--- config.mk ---
export PLATFORM = sky130hd
export DESIGN_NAME = mem_rd_arbiter
export DESIGN_NICKNAME = d
export VERILOG_FILES = /design/src/rtl/mem_rd_pkg.sv /design/src/rtl/rr_arbiter.sv /design/src/rtl/mem_rd_arbiter.sv
export SDC_FILE = /design/constraint.sdc
export NUM_CORES = 1
export LEC_CHECK = 0
export CAP_MARGIN = 20
export CORE_MARGIN = 4
export CORE_UTILIZATION = 40
export CTS_BUF_LIST = sky130_fd_sc_hd__clkbuf_4 sky130_fd_sc_hd__clkbuf_8 sky130_fd_sc_hd__clkbuf_16
export CTS_CLUSTER_DIAMETER = 80
export DETAILED_ROUTE_END_ITERATION = 7
export MAX_ROUTING_LAYER = met4
export SYNTH_ARGS = -nofsm -noshare
export SYNTH_HDL_FRONTEND = slang
export SYNTH_SLANG_ARGS = --single-unit
--- constraint.sdc ---
create_clock -name clk -period 3.3 [get_ports clk]
set_clock_uncertainty 0.2 [all_clocks]
set_input_delay 0.66 -clock clk [delete_from_list [all_inputs] [get_ports clk]]
set_output_delay 0.66 -clock clk [all_outputs]
set_load 0.1 [all_outputs]
--- src/rtl/mem_rd_pkg.sv ---
// Shared types and defaults for the memory read-port arbiter.
package mem_rd_pkg;

  // Handshake sequencer states; encodings are fixed.
  typedef enum logic [1:0] {
    StIdle = 2'b00,
    StRead = 2'b01,
    StWait = 2'b10,
    StDone = 2'b11
  } state_e;

  // Completion status carried from WAIT into DONE.
  typedef enum logic {
    StatOk      = 1'b0,
    StatTimeout = 1'b1
  } status_e;

  localparam int unsigned DefNreq    = 4;
  localparam int unsigned DefMaxWait = 15;

endpackage

--- src/rtl/rr_arbiter.sv ---
// Round-robin pick: first set request scanning upward from the pointer, with wrap.
module rr_arbiter #(
  parameter int unsigned NREQ = 4,
  parameter int unsigned IdxW = (NREQ > 1) ? $clog2(NREQ) : 1
) (
  input  logic            clk,
  input  logic            rst,
  input  logic [NREQ-1:0] req,
  input  logic            advance,
  input  logic [IdxW-1:0] gnt_idx,
  output logic [NREQ-1:0] pick,
  output logic [IdxW-1:0] pick_idx
);

  logic [IdxW-1:0] ptr_q;
  int unsigned     idx;
  logic            found;

  // Rotate-priority scan starting at the pointer.
  always_comb begin
    pick     = '0;
    pick_idx = '0;
    found    = 1'b0;
    idx      = 0;
    for (int unsigned i = 0; i < NREQ; i++) begin
      idx = (32'(ptr_q) + i) % NREQ;
      if (!found && req[idx]) begin
        found       = 1'b1;
        pick[idx]   = 1'b1;
        pick_idx    = IdxW'(idx);
      end
    end
  end

  // Pointer moves one past the served requester when a transaction completes.
  always_ff @(posedge clk) begin
    if (rst) begin
      ptr_q <= '0;
    end else if (advance) begin
      ptr_q <= (gnt_idx == IdxW'(NREQ - 1)) ? '0 : gnt_idx + IdxW'(1);
    end
  end

endmodule

--- src/rtl/mem_rd_arbiter.sv ---
// Memory read-port arbiter: round-robin grant followed by a rd/ws/ds handshake
// with a wait-state timeout.
module mem_rd_arbiter
  import mem_rd_pkg::*;
#(
  parameter int unsigned NREQ     = DefNreq,
  parameter int unsigned MAX_WAIT = DefMaxWait
) (
  input  logic            clk,
  input  logic            rst,
  input  logic [NREQ-1:0] req,
  input  logic            ws,
  output logic [NREQ-1:0] gnt,
  output logic            rd,
  output logic            ds,
  output logic [NREQ-1:0] done,
  output logic            err,
  output logic            busy
);

  localparam int unsigned IdxW = (NREQ > 1) ? $clog2(NREQ) : 1;
  localparam int unsigned CntW = $clog2(MAX_WAIT + 1);

  state_e          state_q;
  status_e         status_q;
  logic [CntW-1:0] cnt_q;
  logic [NREQ-1:0] gnt_q;
  logic [IdxW-1:0] gnt_idx_q;
  logic [NREQ-1:0] pick;
  logic [IdxW-1:0] pick_idx;

  rr_arbiter #(
    .NREQ (NREQ),
    .IdxW (IdxW)
  ) u_rr_arbiter (
    .clk      (clk),
    .rst      (rst),
    .req      (req),
    .advance  (state_q == StDone),
    .gnt_idx  (gnt_idx_q),
    .pick     (pick),
    .pick_idx (pick_idx)
  );

  // Sequencer, wait counter, grant register and completion status.
  always_ff @(posedge clk) begin
    if (rst) begin
      state_q   <= StIdle;
      status_q  <= StatOk;
      cnt_q     <= '0;
      gnt_q     <= '0;
      gnt_idx_q <= '0;
    end else begin
      case (state_q)
        StIdle: begin
          if (|req) begin
            gnt_q     <= pick;
            gnt_idx_q <= pick_idx;
            state_q   <= StRead;
          end
        end
        StRead: begin
          cnt_q    <= '0;
          status_q <= StatOk;
          state_q  <= StWait;
        end
        StWait: begin
          if (!ws) begin
            status_q <= StatOk;
            state_q  <= StDone;
          end else if (cnt_q == CntW'(MAX_WAIT - 1)) begin
            // Timeout fires before the counter can reach MAX_WAIT, so it never wraps.
            status_q <= StatTimeout;
            state_q  <= StDone;
          end else begin
            cnt_q <= cnt_q + CntW'(1);
          end
        end
        StDone: begin
          gnt_q   <= '0;
          state_q <= StIdle;
        end
        default: state_q <= StIdle;
      endcase
    end
  end

  // Moore decode from registered state and status only.
  always_comb begin
    gnt  = gnt_q;
    rd   = (state_q == StRead) || (state_q == StWait);
    busy = (state_q != StIdle);
    ds   = (state_q == StDone) && (status_q == StatOk);
    err  = (state_q == StDone) && (status_q == StatTimeout);
    done = (state_q == StDone) ? gnt_q : '0;
  end

endmodule

==> results of run 1 <==
layout make-up:
class                           count  area, um2  area share [%]
Multi-Input combinational cell    122        917            60.9
Inverter                            9       33.8            2.24
Timing Repair Buffer               21        173            11.5
Tap cell                           44       55.1            3.65
Clock buffer                        3       22.5            1.50
Clock inverter                      1       5.00           0.332
Sequential cell                    15        300            19.9
worst reg2reg max path: stages, from the launching register on:
cell and delay (ps):
sky130_fd_sc_hd__dfxtp_1 350, sky130_fd_sc_hd__inv_1 110, sky130_fd_sc_hd__ha_1 440, sky130_fd_sc_hd__mux4_2 680, sky130_fd_sc_hd__nor2_2 230, sky130_fd_sc_hd__a22o_1 170
sky130_fd_sc_hd__a22oi_2 80, sky130_fd_sc_hd__a211oi_2 210
worst min-delay path by stage:
stage / from / endpoint / slack (ps)
6_report: status_q$_SDFFE_PP0P_ / status_q$_SDFFE_PP0P_ / 290
4_1_cts: status_q$_SDFFE_PP0P_ / status_q$_SDFFE_PP0P_ / 300
3_3_place_gp: status_q$_SDFFE_PP0P_ / status_q$_SDFFE_PP0P_ / 280
3_5_place_dp: status_q$_SDFFE_PP0P_ / status_q$_SDFFE_PP0P_ / 270
2_1_floorplan: status_q$_SDFFE_PP0P_ / status_q$_SDFFE_PP0P_ / 260
5_1_grt: status_q$_SDFFE_PP0P_ / status_q$_SDFFE_PP0P_ / 340
state kept, by name, summed over array words and instances (netlist names):
register            count
gnt                     4
gnt_idx_q               2
u_rr_arbiter.ptr_q      2
state_q                 2
status_q                1
cnt_q                   4
cell families after synthesis:
group | synth area share, %
XOR/XNOR | 1.36
AND/OR/NAND/NOR | 22.0
flip-flops | 23.3
adder cells (fa/ha/maj) | 13.6
buffers and inverters | 5.44
multiplexers | 7.29
AO/OA/AOI/OAI | 27.0
per-stage QoR:
step / std cells / hold WS, ps / area [um2] / setup WS, ps / total power [mW]
4_1_cts: 215 / 296 / 1510 / 728 / 1.10
3_5_place_dp: 211 / 273 / 1480 / 447 / 0.976
2_1_floorplan: 153 / 256 / 1290 / 228 / 0.845
6_report: 215 / 295 / 1510 / 731 / 1.09
5_1_grt: 215 / 342 / 1510 / 567 / 1.15
3_3_place_gp: 211 / 275 / 1480 / 494 / 0.967
cell usage in the layout (no fill, tap or decap), types with 2 or more instances in the layout:
cell type and instances:
sky130_fd_sc_hd__nor2_1 19, sky130_fd_sc_hd__dfxtp_1 15, sky130_fd_sc_hd__buf_4 15, sky130_fd_sc_hd__ha_1 14
sky130_fd_sc_hd__inv_1 9, sky130_fd_sc_hd__a22o_1 8, sky130_fd_sc_hd__and2_1 7, sky130_fd_sc_hd__o21ai_0 6
sky130_fd_sc_hd__mux2i_1 6, sky130_fd_sc_hd__clkdlybuf4s50_1 6, sky130_fd_sc_hd__nand2_1 5, sky130_fd_sc_hd__a21oi_1 5
sky130_fd_sc_hd__nand3b_1 4, sky130_fd_sc_hd__a222oi_1 4, sky130_fd_sc_hd__a22oi_1 4, sky130_fd_sc_hd__nand3_1 4
sky130_fd_sc_hd__nor2_2 3, sky130_fd_sc_hd__a211oi_2 3, sky130_fd_sc_hd__a21o_1 3, sky130_fd_sc_hd__nor3_1 3
sky130_fd_sc_hd__clkbuf_4 3, sky130_fd_sc_hd__a2bb2oi_1 2, sky130_fd_sc_hd__a31oi_1 2, sky130_fd_sc_hd__xor2_1 2
sky130_fd_sc_hd__a211oi_1 2, sky130_fd_sc_hd__nand4_1 2
layer usage:
layer	GRT usage, %	wire length [um]	vias to the layer above
met5	-	0	-
met4	5.54	19	0
met3	2.60	83	2
met2	23.5	1310	22
met1	21.0	1610	571
li1	-	-	610
synthesized netlist by cell type, types with 2 or more instances:
master / n / area, um2
sky130_fd_sc_hd__inv_1: 9 / 33.8
sky130_fd_sc_hd__a31oi_1: 2 / 12.5
sky130_fd_sc_hd__and2_1: 7 / 43.8
sky130_fd_sc_hd__a22o_1: 8 / 70.1
sky130_fd_sc_hd__a211oi_2: 3 / 37.5
sky130_fd_sc_hd__ha_1: 14 / 175
sky130_fd_sc_hd__a211oi_1: 2 / 15.0
sky130_fd_sc_hd__nand2_1: 5 / 18.8
sky130_fd_sc_hd__xor2_1: 2 / 17.5
sky130_fd_sc_hd__nand4_1: 2 / 12.5
sky130_fd_sc_hd__mux2i_1: 6 / 60.1
sky130_fd_sc_hd__nor3_1: 3 / 15.0
sky130_fd_sc_hd__dfxtp_1: 15 / 300
sky130_fd_sc_hd__nand3b_1: 4 / 30.0
sky130_fd_sc_hd__nor2_1: 19 / 71.3
sky130_fd_sc_hd__clkbuf_1: 4 / 15.0
sky130_fd_sc_hd__a22oi_1: 4 / 30.0
sky130_fd_sc_hd__a222oi_1: 4 / 40.0
sky130_fd_sc_hd__a2bb2oi_1: 2 / 17.5
sky130_fd_sc_hd__a21oi_1: 5 / 25.0
sky130_fd_sc_hd__o21ai_0: 6 / 30.0
sky130_fd_sc_hd__nand3_1: 4 / 20.0
sky130_fd_sc_hd__a21o_1: 3 / 22.5
sky130_fd_sc_hd__nor2_2: 3 / 18.8
power by group:
part	total, mW	switching, mW	internal [mW]	leakage (nW)
Clock	0.115	0.0695	0.0451	0.0177
Sequential	0.251	0.0327	0.219	0.122
Combinational	0.723	0.504	0.219	0.461
Total	1.09	0.606	0.483	0.601
==> metrics.json, run 1 <==
{
  "core-area": {"value": 3080, "unit": "um2"},
  "cts.path.max_buffers": {"value": 2},
  "worstSetupEndpoint": {"value": "gnt[2]$_SDFFE_PP0P_"},
  "min_period": {"value": 2570, "unit": "ps"},
  "ys_types": {"value": 41},
  "critical_path.top_delay_family": {"value": "multiplexers"},
  "tritoncts": {"value": "done"},
  "wl_per_cell": {"value": 14.1, "unit": "um"},
  "max_capacitance_violation_count": {"value": 0},
  "hold_class": {"value": "reg -> reg"},
  "synth-warning-count": {"value": 0},
  "critPathMaxStageDelay": {"value": 660, "unit": "ps"},
  "drive_gt1_share": {"value": 17.0, "unit": "%"},
  "synthCells": {"value": 153},
  "path_cells": {"value": "clkdlybuf4s50_1 > mux4_2 > nor2_2 > a22o_1 > a22oi_2 > a211oi_2"},
  "cts.sinks": {"value": 15},
  "cts_resized": {"value": 0},
  "die_h": {"value": 64.7, "unit": "um"},
  "crit_required": {"value": 3310, "unit": "ps"},
  "num_antenna_cells": {"value": 0},
  "critPathBufInv": {"value": 1},
  "cts_buffer_count": {"value": 3},
  "min_path_cells": {"value": 2},
  "initial_antenna_violation_count": {"value": 0},
  "start_kind": {"value": "input port"},
  "synth_ff_type": {"value": "sky130_fd_sc_hd__dfxtp_1"},
  "vias": {"value": 1205},
  "drt_iter0_markers": {"value": 57},
  "gpl.final_weighted_congestion": {"value": 0.811},
  "rsz0062_at_grt": {"value": "false"},
  "clock_insertion_delay_worst_skew": {"value": 290, "unit": "ps"},
  "fp.dieArea": {"value": 4190, "unit": "um2"},
  "syn-num-nets": {"value": 174},
  "gr-total-overflow": {"value": 0},
  "r2r_cell_count": {"value": 7},
  "cp-end-kind": {"value": "flip-flop"},
  "critical-path-slowest-cell": {"value": "sky130_fd_sc_hd__mux4_2"},
  "relSlewSlack": {"value": 57.2, "unit": "%"},
  "grt_start_max_net_pins": {"value": 15},
  "finalHoldViolCount": {"value": 0},
  "num-fill-cells": {"value": 323},
  "slew_viol_final": {"value": 0},
  "power.density": {"value": 723, "unit": "nW/um2"},
  "cts_htree_levels": {"value": 1},
  "finalSetupViolations": {"value": 0},
  "async_flop_share": {"value": 0, "unit": "%"},
  "synth-seq-area-share": {"value": 23.3, "unit": "%"},
  "crit_arrival": {"value": 2580, "unit": "ps"},
  "grt_first_pass_wirelength": {"value": 5090, "unit": "um"},
  "number_of_enable_flip_flop_cells_after_synthesis": {"value": 0},
  "reg_to_reg_critical_path_startpoint": {"value": "u_rr_arbiter.ptr_q[1]$_SDFFE_PP0P_"},
  "synthToLayoutAreaGrowth": {"value": 17.0, "unit": "%"},
  "cts_root_buffer": {"value": "sky130_fd_sc_hd__clkbuf_4"},
  "post-route-util": {"value": 48.9, "unit": "%"},
  "cp-startpoint": {"value": "req[3]"},
  "grt_use_total": {"value": 15.6, "unit": "%"},
  "vias_per_cell": {"value": 5.60},
  "drc_errors": {"value": 0},
  "worstMarginPinSlew": {"value": 639, "unit": "ps"},
  "start_util": {"value": 41.8, "unit": "%"},
  "dieWidth": {"value": 64.7, "unit": "um"},
  "clk_transition_reported_paths": {"value": 110, "unit": "ps"},
  "final_nets": {"value": 193},
  "p_leak": {"value": 0.601, "unit": "nW"},
  "dp_hpwl": {"value": 2240, "unit": "um"},
  "setup_tns": {"value": 0, "unit": "ps"},
  "pin_count": {"value": 19},
  "synthesis.area_per_instance": {"value": 8.41, "unit": "um2"},
  "postSynthRegisterBits": {"value": 15},
  "grt_pass1_vias": {"value": 1101},
  "min_period_over_period": {"value": 77.8, "unit": "%"},
  "post_synth_instance_area": {"value": 1290, "unit": "um2"},
  "path_max_fanout": {"value": 14},
  "clock.fmax": {"value": 0.389, "unit": "GHz"},
  "worstSetupPathDepth": {"value": 6},
  "max_rail_drop_vdd": {"value": 313, "unit": "uV"},
  "placementRows": {"value": 20},
  "drt_first_pass_iters": {"value": 5},
  "cts-hold-fix-buffers": {"value": 0},
  "numPortBuffers": {"value": 18},
  "drt.antenna.violating_nets": {"value": 0},
  "ff2ff_setup_slack": {"value": 740, "unit": "ps"},
  "outcome": {"value": "finished clean"},
  "worstReg2RegEnd": {"value": "gnt[2]$_SDFFE_PP0P_"},
  "route.final.wire_length": {"value": 3020, "unit": "um"},
  "critical_path_start_end_classification": {"value": "in -> reg"},
  "postCtsSetupRepairBufs": {"value": 0}
}
Note: power is estimated with default switching activity, not from simulation.
==> run 2: changes to the inputs <==
clock period = 2.6 ns   (was 3.3 ns; I/O delays follow)
==> run 2 against run 1 <==
Effect of this change:
- clock power increased by 27%
- first-iteration DRC count increased by 65%
- sequential share of layout area decreased by 2.3 points
- critical path depth increased by 1
- global-route usage increased by 1.2 points
- cell count increased by 4.7%
- wire length increased by 2.3%
- final area increased by 13%
==> metrics.json, run 2 (same netlist as run 1, synthesis figures left out) <==
{
  "outcome": {"value": "finished clean"},
  "stdcell_area": {"value": 1700, "unit": "um2", "change": "+13%"},
  "worst_hold_path.endpoint": {"value": "status_q$_SDFFE_PP0P_"},
  "cts.sinks": {"value": 15, "change": "unchanged"},
  "pin_count": {"value": 19, "change": "unchanged"},
  "drt_first_pass_iters": {"value": 4, "change": "-1"},
  "hold_class": {"value": "reg -> reg"},
  "cts_root_buffer": {"value": "sky130_fd_sc_hd__clkbuf_4"},
  "drt_iter0_markers": {"value": 94, "change": "+65%"},
  "route.final.wire_length": {"value": 3090, "unit": "um", "change": "+2.3%"},
  "ff2ff_setup_slack": {"value": 190, "unit": "ps", "change": "-550 ps"},
  "dp_hpwl": {"value": 2450, "unit": "um", "change": "+9.2%"},
  "relSlewSlack": {"value": 62.8, "unit": "%", "change": "+5.6 points"},
  "r2r_cell_count": {"value": 7, "change": "unchanged"},
  "grt_use_total": {"value": 16.8, "unit": "%", "change": "+1.2 points"},
  "drt.antenna.violating_nets": {"value": 0, "change": "unchanged"},
  "clock_insertion_delay_worst_skew": {"value": 290, "unit": "ps", "change": "about the same"},
  "die_h": {"value": 64.7, "unit": "um", "change": "unchanged"},
  "fp.dieArea": {"value": 4190, "unit": "um2", "change": "unchanged"},
  "p_leak": {"value": 0.675, "unit": "nW", "change": "+12%"},
  "dieWidth": {"value": 64.7, "unit": "um", "change": "unchanged"},
  "wl_per_cell": {"value": 13.7, "unit": "um", "change": "-2.3%"},
  "num_antenna_cells": {"value": 0, "change": "unchanged"},
  "path_max_fanout": {"value": 14, "change": "unchanged"},
  "met3_wirelength": {"value": 137, "unit": "um", "change": "+65%"},
  "initial_antenna_violation_count": {"value": 0, "change": "unchanged"},
  "start_kind": {"value": "flip-flop"},
  "num-fill-cells": {"value": 290, "change": "-10%"},
  "worst_hold_slack": {"value": 301, "unit": "ps", "change": "+5.90 ps"},
  "min_path_cells": {"value": 2, "change": "unchanged"},
  "grt_pass1_vias": {"value": 1173, "change": "+6.5%"},
  "placementRows": {"value": 20, "change": "unchanged"},
  "cts_resized": {"value": 0, "change": "unchanged"},
  "layout.cells.most_common_list": {"value": "19 x sky130_fd_sc_hd__nor2_1, 17 x sky130_fd_sc_hd__buf_4, 15 x sky130_fd_sc_hd__dfxtp_1"},
  "numPortBuffers": {"value": 18, "change": "unchanged"},
  "gr-total-overflow": {"value": 0, "change": "unchanged"},
  "p_int": {"value": 723, "unit": "uW", "change": "+50%"},
  "postCtsSetupRepairBufs": {"value": 0, "change": "unchanged"},
  "layout.cells.most_common": {"value": "sky130_fd_sc_hd__nor2_1"},
  "power.sequential.fraction": {"value": 21.5, "unit": "%", "change": "-1.6 points"},
  "slew_viol_final": {"value": 0, "change": "unchanged"},
  "cts.path.max_buffers": {"value": 2, "change": "unchanged"},
  "finalHoldViolCount": {"value": 0, "change": "unchanged"},
  "drive_gt1_share": {"value": 22.7, "unit": "%", "change": "+5.7 points"},
  "min_from": {"value": "status_q$_SDFFE_PP0P_"},
  "gpl.final_weighted_congestion": {"value": 0.819, "change": "+1.0%"},
  "min_period": {"value": 2410, "unit": "ps"},
  "net-switching-power": {"value": 777, "unit": "uW", "change": "+28%"},
  "m1WireLength": {"value": 1480, "unit": "um", "change": "-8.4%"},
  "max_rail_drop_vdd": {"value": 315, "unit": "uV", "change": "+0.54%"},
  "cts_htree_levels": {"value": 1, "change": "unchanged"},
  "vias_per_cell": {"value": 5.54, "change": "-1.1%"},
  "final_nets": {"value": 203, "change": "+5.2%"},
  "totalPowerFinal": {"value": 1.50, "unit": "mW", "change": "+38%"},
  "critical_path.top_delay_family": {"value": "multiplexers"},
  "share_clk_of_total_power": {"value": 9.7, "unit": "%", "change": "-0.8 points"},
  "drc_errors": {"value": 0, "change": "unchanged"},
  "max_capacitance_violation_count": {"value": 0, "change": "unchanged"},
  "tritoncts": {"value": "done"},
  "cp-end-kind": {"value": "flip-flop"},
  "critical-path-slowest-cell": {"value": "sky130_fd_sc_hd__mux4_2"},
  "rsz0062_at_grt": {"value": "false"},
  "worstReg2RegEnd": {"value": "gnt[0]$_SDFFE_PP0P_"},
  "finalSetupViolations": {"value": 0, "change": "unchanged"},
  "crit_required": {"value": 2620, "unit": "ps", "change": "-690 ps"},
  "reg_to_reg_critical_path_startpoint": {"value": "u_rr_arbiter.ptr_q[0]$_SDFFE_PP0P_"},
  "worstMarginPinSlew": {"value": 552, "unit": "ps", "change": "-87.7 ps"},
  "critPathBufInv": {"value": 1, "change": "unchanged"},
  "cts_buffer_count": {"value": 3, "change": "unchanged"},
  "min_period_over_period": {"value": 92.8, "unit": "%"},
  "grt_first_pass_wirelength": {"value": 5490, "unit": "um", "change": "+7.9%"},
  "critPathMaxStageDelay": {"value": 660, "unit": "ps", "change": "about the same"},
  "core-area": {"value": 3080, "unit": "um2", "change": "unchanged"},
  "path_cells": {"value": "inv_1 > ha_4 > mux4_2 > nor2_2 > a22o_1 > a22oi_1 > a211oi_2"},
  "critical_path_start_end_classification": {"value": "reg -> reg"},
  "pre_cts_ws": {"value": -106, "unit": "ps", "change": "-553 ps"},
  "postPlaceCellArea": {"value": 1670, "unit": "um2", "change": "+13%"},
  "power_frac_comb": {"value": 68.8, "unit": "%", "change": "+2.4 points"},
  "vias": {"value": 1247, "change": "+3.5%"},
  "cts-hold-fix-buffers": {"value": 0, "change": "unchanged"},
  "crit_arrival": {"value": 2430, "unit": "ps", "change": "-150 ps"},
  "maxUsedRoutingLayer": {"value": "met4"},
  "synthToLayoutAreaGrowth": {"value": 32.0, "unit": "%"},
  "wl_met2": {"value": 1440, "unit": "um", "change": "+9.9%"},
  "clock.fmax": {"value": 0.414, "unit": "GHz"},
  "power.density": {"value": 883, "unit": "nW/um2", "change": "+22%"},
  "grt_start_max_net_pins": {"value": 15, "change": "unchanged"},
  "setup_ws": {"value": 187, "unit": "ps", "change": "-544 ps"},
  "clk_transition_reported_paths": {"value": 100, "unit": "ps", "change": "about the same"},
  "power.share.switching": {"value": 51.8, "unit": "%", "change": "-3.8 points"},
  "start_util": {"value": 41.8, "unit": "%", "change": "unchanged"}
}
==> run 2: cell types whose count changed in the layout (fill, tap and decap cells not counted) <==
| cell | delta |
|---|---|
| sky130_fd_sc_hd__buf_12 | +8 |
| sky130_fd_sc_hd__buf_4 | +2 |
| sky130_fd_sc_hd__clkbuf_4 | +1 |
| sky130_fd_sc_hd__clkinv_2 | -1 |
| sky130_fd_sc_hd__ha_1 | -1 |
| sky130_fd_sc_hd__ha_4 | +1 |
| sky130_fd_sc_hd__nor2b_1 | -1 |
| sky130_fd_sc_hd__nor2b_2 | +1 |
==> run 2: worst max-delay path by stage <==
stage                                             startpoint                   to  slack (ps)  cells after the start
after floorplan                          gnt[0]$_SDFFE_PP0P_              done[0]          40                      1
after global placement                                req[0]  gnt[3]$_SDFFE_PP0P_        -120                      8
after detailed placement                              req[0]  gnt[1]$_SDFFE_PP0P_        -110                      8
after CTS                 u_rr_arbiter.ptr_q[0]$_SDFFE_PP0P_  gnt[0]$_SDFFE_PP0P_         190                      7
after global routing      u_rr_arbiter.ptr_q[0]$_SDFFE_PP0P_  gnt[0]$_SDFFE_PP0P_          60                      7
final                     u_rr_arbiter.ptr_q[0]$_SDFFE_PP0P_  gnt[0]$_SDFFE_PP0P_         190                      7
==> run 2: worst reg2reg max path, cell delays in order (launching register included) <==
cell and delay (ps):
sky130_fd_sc_hd__dfxtp_1 340, sky130_fd_sc_hd__inv_1 110, sky130_fd_sc_hd__ha_4 330, sky130_fd_sc_hd__mux4_2 660, sky130_fd_sc_hd__nor2_2 230, sky130_fd_sc_hd__a22o_1 160
sky130_fd_sc_hd__a22oi_1 100, sky130_fd_sc_hd__a211oi_2 210
==> run 2: through the flow <==
| step | setup TNS [ps] | instances | utilization, % |
|---|---|---|---|
| detailed placement | -275 | 221 | 54.2 |
| floorplan | 0 | 153 | - |
| global placement | -347 | 221 | 54.2 |
| CTS | 0 | 225 | 55.2 |
| global route | 0 | 225 | 55.2 |
| finish | 0 | 225 | 55.2 |
==> run 2: area by class of cell <==
type / instances / area [um2] / area share, %
sequential: 15 / 300 / 17.7
clock buffer: 4 / 30.0 / 1.77
tap: 44 / 55.1 / 3.24
timing repair buffer: 31 / 348 / 20.5
inverter: 9 / 33.8 / 1.99
multi-input combinational: 122 / 932 / 54.9
==> run 2: metal layers <==
metal / vias to the layer above / track usage, %
li1: 627 / -
met1: 583 / 21.3
met3: 7 / 3.29
met4: 0 / 5.28
met2: 30 / 26.8
met5: - / -
==> run 2: power groups by stage <==
stage	combinational, mW	sequential (mW)	clock, mW
after floorplan	0.668	0.419	0
after global placement	1.02	0.322	0
after detailed placement	1.03	0.327	0
after CTS	1.03	0.323	0.153
after global routing	1.12	0.331	0.165
final	1.03	0.323	0.146
==> run 3: changes to the inputs <==
CTS_CLUSTER_SIZE = 12   (was default)
clock period = 2.65 ns   (was 2.6 ns; I/O delays follow)
==> run 3 against run 2 <==
Effect of this change:
- sequential power shrank 3%
- worst hold slack gained 13 ps
- worst setup slack lost 38 ps
- clock-buffer cell count is the same
- core utilization grew 0.77 points
- register-to-register slack is essentially flat
- die area is the same
- non-clock buffer count grew 1
- wire length grew 7.4%
- clock power is essentially flat
- sequential cell count is the same
- largest cell class unchanged
- largest power group unchanged
- highest routed layer unchanged
==> metrics.json, run 3 (same netlist as run 1, synthesis figures left out) <==
{
  "r2r_cell_count": {"value": 7, "change": "unchanged"},
  "num-fill-cells": {"value": 304, "change": "+4.8%"},
  "grt_start_max_net_pins": {"value": 15, "change": "unchanged"},
  "finalHoldViolCount": {"value": 0, "change": "unchanged"},
  "cts_buffer_count": {"value": 3, "change": "unchanged"},
  "stdcell_area": {"value": 1720, "unit": "um2", "change": "+1.4%"},
  "cp-end-kind": {"value": "flip-flop"},
  "die_h": {"value": 64.7, "unit": "um", "change": "unchanged"},
  "grt_first_pass_wirelength": {"value": 5680, "unit": "um", "change": "+3.5%"},
  "slew_viol_final": {"value": 0, "change": "unchanged"},
  "layout.cells.most_common": {"value": "sky130_fd_sc_hd__nor2_1"},
  "initial_antenna_violation_count": {"value": 0, "change": "unchanged"},
  "max_capacitance_violation_count": {"value": 0, "change": "unchanged"},
  "worst_hold_path.endpoint": {"value": "status_q$_SDFFE_PP0P_"},
  "crit_required": {"value": 2670, "unit": "ps", "change": "+50 ps"},
  "ff2ff_setup_slack": {"value": 200, "unit": "ps", "change": "about the same"},
  "core-area": {"value": 3080, "unit": "um2", "change": "unchanged"},
  "vias": {"value": 1266, "change": "+1.5%"},
  "vias_per_cell": {"value": 5.58, "change": "+0.63%"},
  "relSlewSlack": {"value": 61.3, "unit": "%", "change": "-1.5 points"},
  "worstReg2RegEnd": {"value": "gnt[0]$_SDFFE_PP0P_"},
  "dp_hpwl": {"value": 2450, "unit": "um", "change": "about the same"},
  "pin_count": {"value": 19, "change": "unchanged"},
  "tritoncts": {"value": "done"},
  "power.density": {"value": 861, "unit": "nW/um2", "change": "-2.5%"},
  "max_rail_drop_vdd": {"value": 305, "unit": "uV", "change": "-3.0%"},
  "critical_path_start_end_classification": {"value": "in -> reg"},
  "rsz0062_at_grt": {"value": "false"},
  "grt_pass1_vias": {"value": 1207, "change": "+2.9%"},
  "synthToLayoutAreaGrowth": {"value": 33.8, "unit": "%"},
  "worstMarginPinSlew": {"value": 574, "unit": "ps", "change": "+22.4 ps"},
  "cts.path.max_buffers": {"value": 2, "change": "unchanged"},
  "grt_util_met1": {"value": 22.7, "unit": "%", "change": "+1.4 points"},
  "reg_to_reg_critical_path_startpoint": {"value": "u_rr_arbiter.ptr_q[0]$_SDFFE_PP0P_"},
  "cts.sinks": {"value": 15, "change": "unchanged"},
  "clk_transition_reported_paths": {"value": 100, "unit": "ps", "change": "about the same"},
  "num_antenna_cells": {"value": 0, "change": "unchanged"},
  "pre_cts_ws": {"value": -52.0, "unit": "ps", "change": "+53.6 ps"},
  "route.final.wire_length": {"value": 3320, "unit": "um", "change": "+7.4%"},
  "min_period_over_period": {"value": 94.4, "unit": "%"},
  "drc_errors": {"value": 0, "change": "unchanged"},
  "drt.antenna.violating_nets": {"value": 0, "change": "unchanged"},
  "gr-usage-met3": {"value": 5.37, "unit": "%", "change": "+2.1 points"},
  "hold_class": {"value": "reg -> reg"},
  "drive_gt1_share": {"value": 23.0, "unit": "%", "change": "+0.30 points"},
  "finalSetupViolations": {"value": 0, "change": "unchanged"},
  "fp.dieArea": {"value": 4190, "unit": "um2", "change": "unchanged"},
  "min_period": {"value": 2500, "unit": "ps"},
  "cts_htree_levels": {"value": 1, "change": "unchanged"},
  "min_from": {"value": "status_q$_SDFFE_PP0P_"},
  "clock_insertion_delay_worst_skew": {"value": 290, "unit": "ps", "change": "about the same"},
  "min_path_cells": {"value": 2, "change": "unchanged"},
  "totalPowerFinal": {"value": 1.48, "unit": "mW", "change": "-1.1%"},
  "gr-total-overflow": {"value": 0, "change": "unchanged"},
  "dieWidth": {"value": 64.7, "unit": "um", "change": "unchanged"},
  "cts_root_buffer": {"value": "sky130_fd_sc_hd__clkbuf_4"},
  "grt_most_used_layer": {"value": "met2"},
  "start_util": {"value": 41.8, "unit": "%", "change": "unchanged"},
  "grt_util_met2": {"value": 25.2, "unit": "%", "change": "-1.7 points"},
  "start_kind": {"value": "input port"},
  "drt_iter0_markers": {"value": 87, "change": "-7.4%"},
  "drt_first_pass_iters": {"value": 4, "change": "unchanged"},
  "setup_ws": {"value": 149, "unit": "ps", "change": "-38.1 ps"},
  "numPortBuffers": {"value": 18, "change": "unchanged"},
  "grt_use_total": {"value": 17.2, "unit": "%", "change": "+0.45 points"},
  "outcome": {"value": "finished clean"},
  "postPlaceCellArea": {"value": 1660, "unit": "um2", "change": "-0.30%"},
  "p_leak": {"value": 0.686, "unit": "nW", "change": "+1.6%"},
  "path_max_fanout": {"value": 5, "change": "-9"},
  "final_nets": {"value": 205, "change": "+0.99%"},
  "wl_per_cell": {"value": 14.6, "unit": "um", "change": "+6.4%"},
  "crit_arrival": {"value": 2520, "unit": "ps", "change": "+90 ps"},
  "layout.cells.most_common_list": {"value": "19 x sky130_fd_sc_hd__nor2_1, 18 x sky130_fd_sc_hd__buf_4, 15 x sky130_fd_sc_hd__dfxtp_1"},
  "placementRows": {"value": 20, "change": "unchanged"},
  "gpl.final_weighted_congestion": {"value": 0.825, "change": "+0.67%"},
  "clock.fmax": {"value": 0.400, "unit": "GHz"}
}
run 3: cell count changes in the layout (fill, tap and decap cells not counted), sizes merged:
cell  previous run  this run
buf             25        26
mux4             1         2
run 3: what timing repair did:
item | in CTS | in global routing
hold endpoints to repair | 0 | 0
hold buffers | 0 | 0
buffers inserted | 0 | 0
gates resized for setup | 0 | 1
setup endpoints to repair | 0 | 4
run 3: how the worst max path moves through the flow:
stage                                       start             endpoint  slack (ps)  cells past startpoint
2_1_floorplan  u_rr_arbiter.ptr_q[0]$_SDFFE_PP0P_  gnt[0]$_SDFFE_PP0P_          30                      8
3_3_place_gp                               req[0]  gnt[3]$_SDFFE_PP0P_         -50                      8
3_5_place_dp                               req[0]  gnt[1]$_SDFFE_PP0P_         -50                      8
4_1_cts        u_rr_arbiter.ptr_q[0]$_SDFFE_PP0P_  gnt[1]$_SDFFE_PP0P_         120                      7
5_1_grt        u_rr_arbiter.ptr_q[0]$_SDFFE_PP0P_  gnt[2]$_SDFFE_PP0P_          50                      7
6_report                                   req[0]  gnt[1]$_SDFFE_PP0P_         150                      8
run 3: where the power goes:
| part | switching, mW | total (mW) | internal, mW |
|---|---|---|---|
| combinational | 0.654 | 1.02 | 0.370 |
| clock | 0.0779 | 0.147 | 0.0688 |
| sequential | 0.0407 | 0.313 | 0.272 |
| total | 0.772 | 1.48 | 0.711 |
run 3: critical path, stage by stage:
cell and delay, ps:
sky130_fd_sc_hd__clkdlybuf4s50_1 480, sky130_fd_sc_hd__buf_4 190, sky130_fd_sc_hd__nor4_1 390, sky130_fd_sc_hd__buf_4 200, sky130_fd_sc_hd__nand2_1 60, sky130_fd_sc_hd__o21ai_0 220, sky130_fd_sc_hd__a222oi_1 210, sky130_fd_sc_hd__a211oi_1 230
run 3: metrics by stage:
step / std cells / TNS, ps / util (%) / hold WS, ps
after floorplan: 153 / 0 / - / 267
after global placement: 222 / -75.4 / 54.1 / 282
after detailed placement: 222 / -79.6 / 54.1 / 296
after CTS: 226 / 0 / 55.0 / 312
after global routing: 227 / 0 / 56.0 / 334
final: 227 / 0 / 56.0 / 314
run 3: cell type report:
class	instances	area [um2]	area share [%]
Clock buffer	4	30.0	1.74
Timing Repair Buffer	32	355	20.6
Inverter	9	33.8	1.96
Sequential cell	15	300	17.4
Tap cell	44	55.1	3.20
Multi-Input combinational cell	123	948	55.0
run 3: metal layers:
metal	vias up	part of all wire, %
met3	2	5.6
met4	0	0.45
met1	582	50
met2	45	44
li1	637	-
met5	-	0
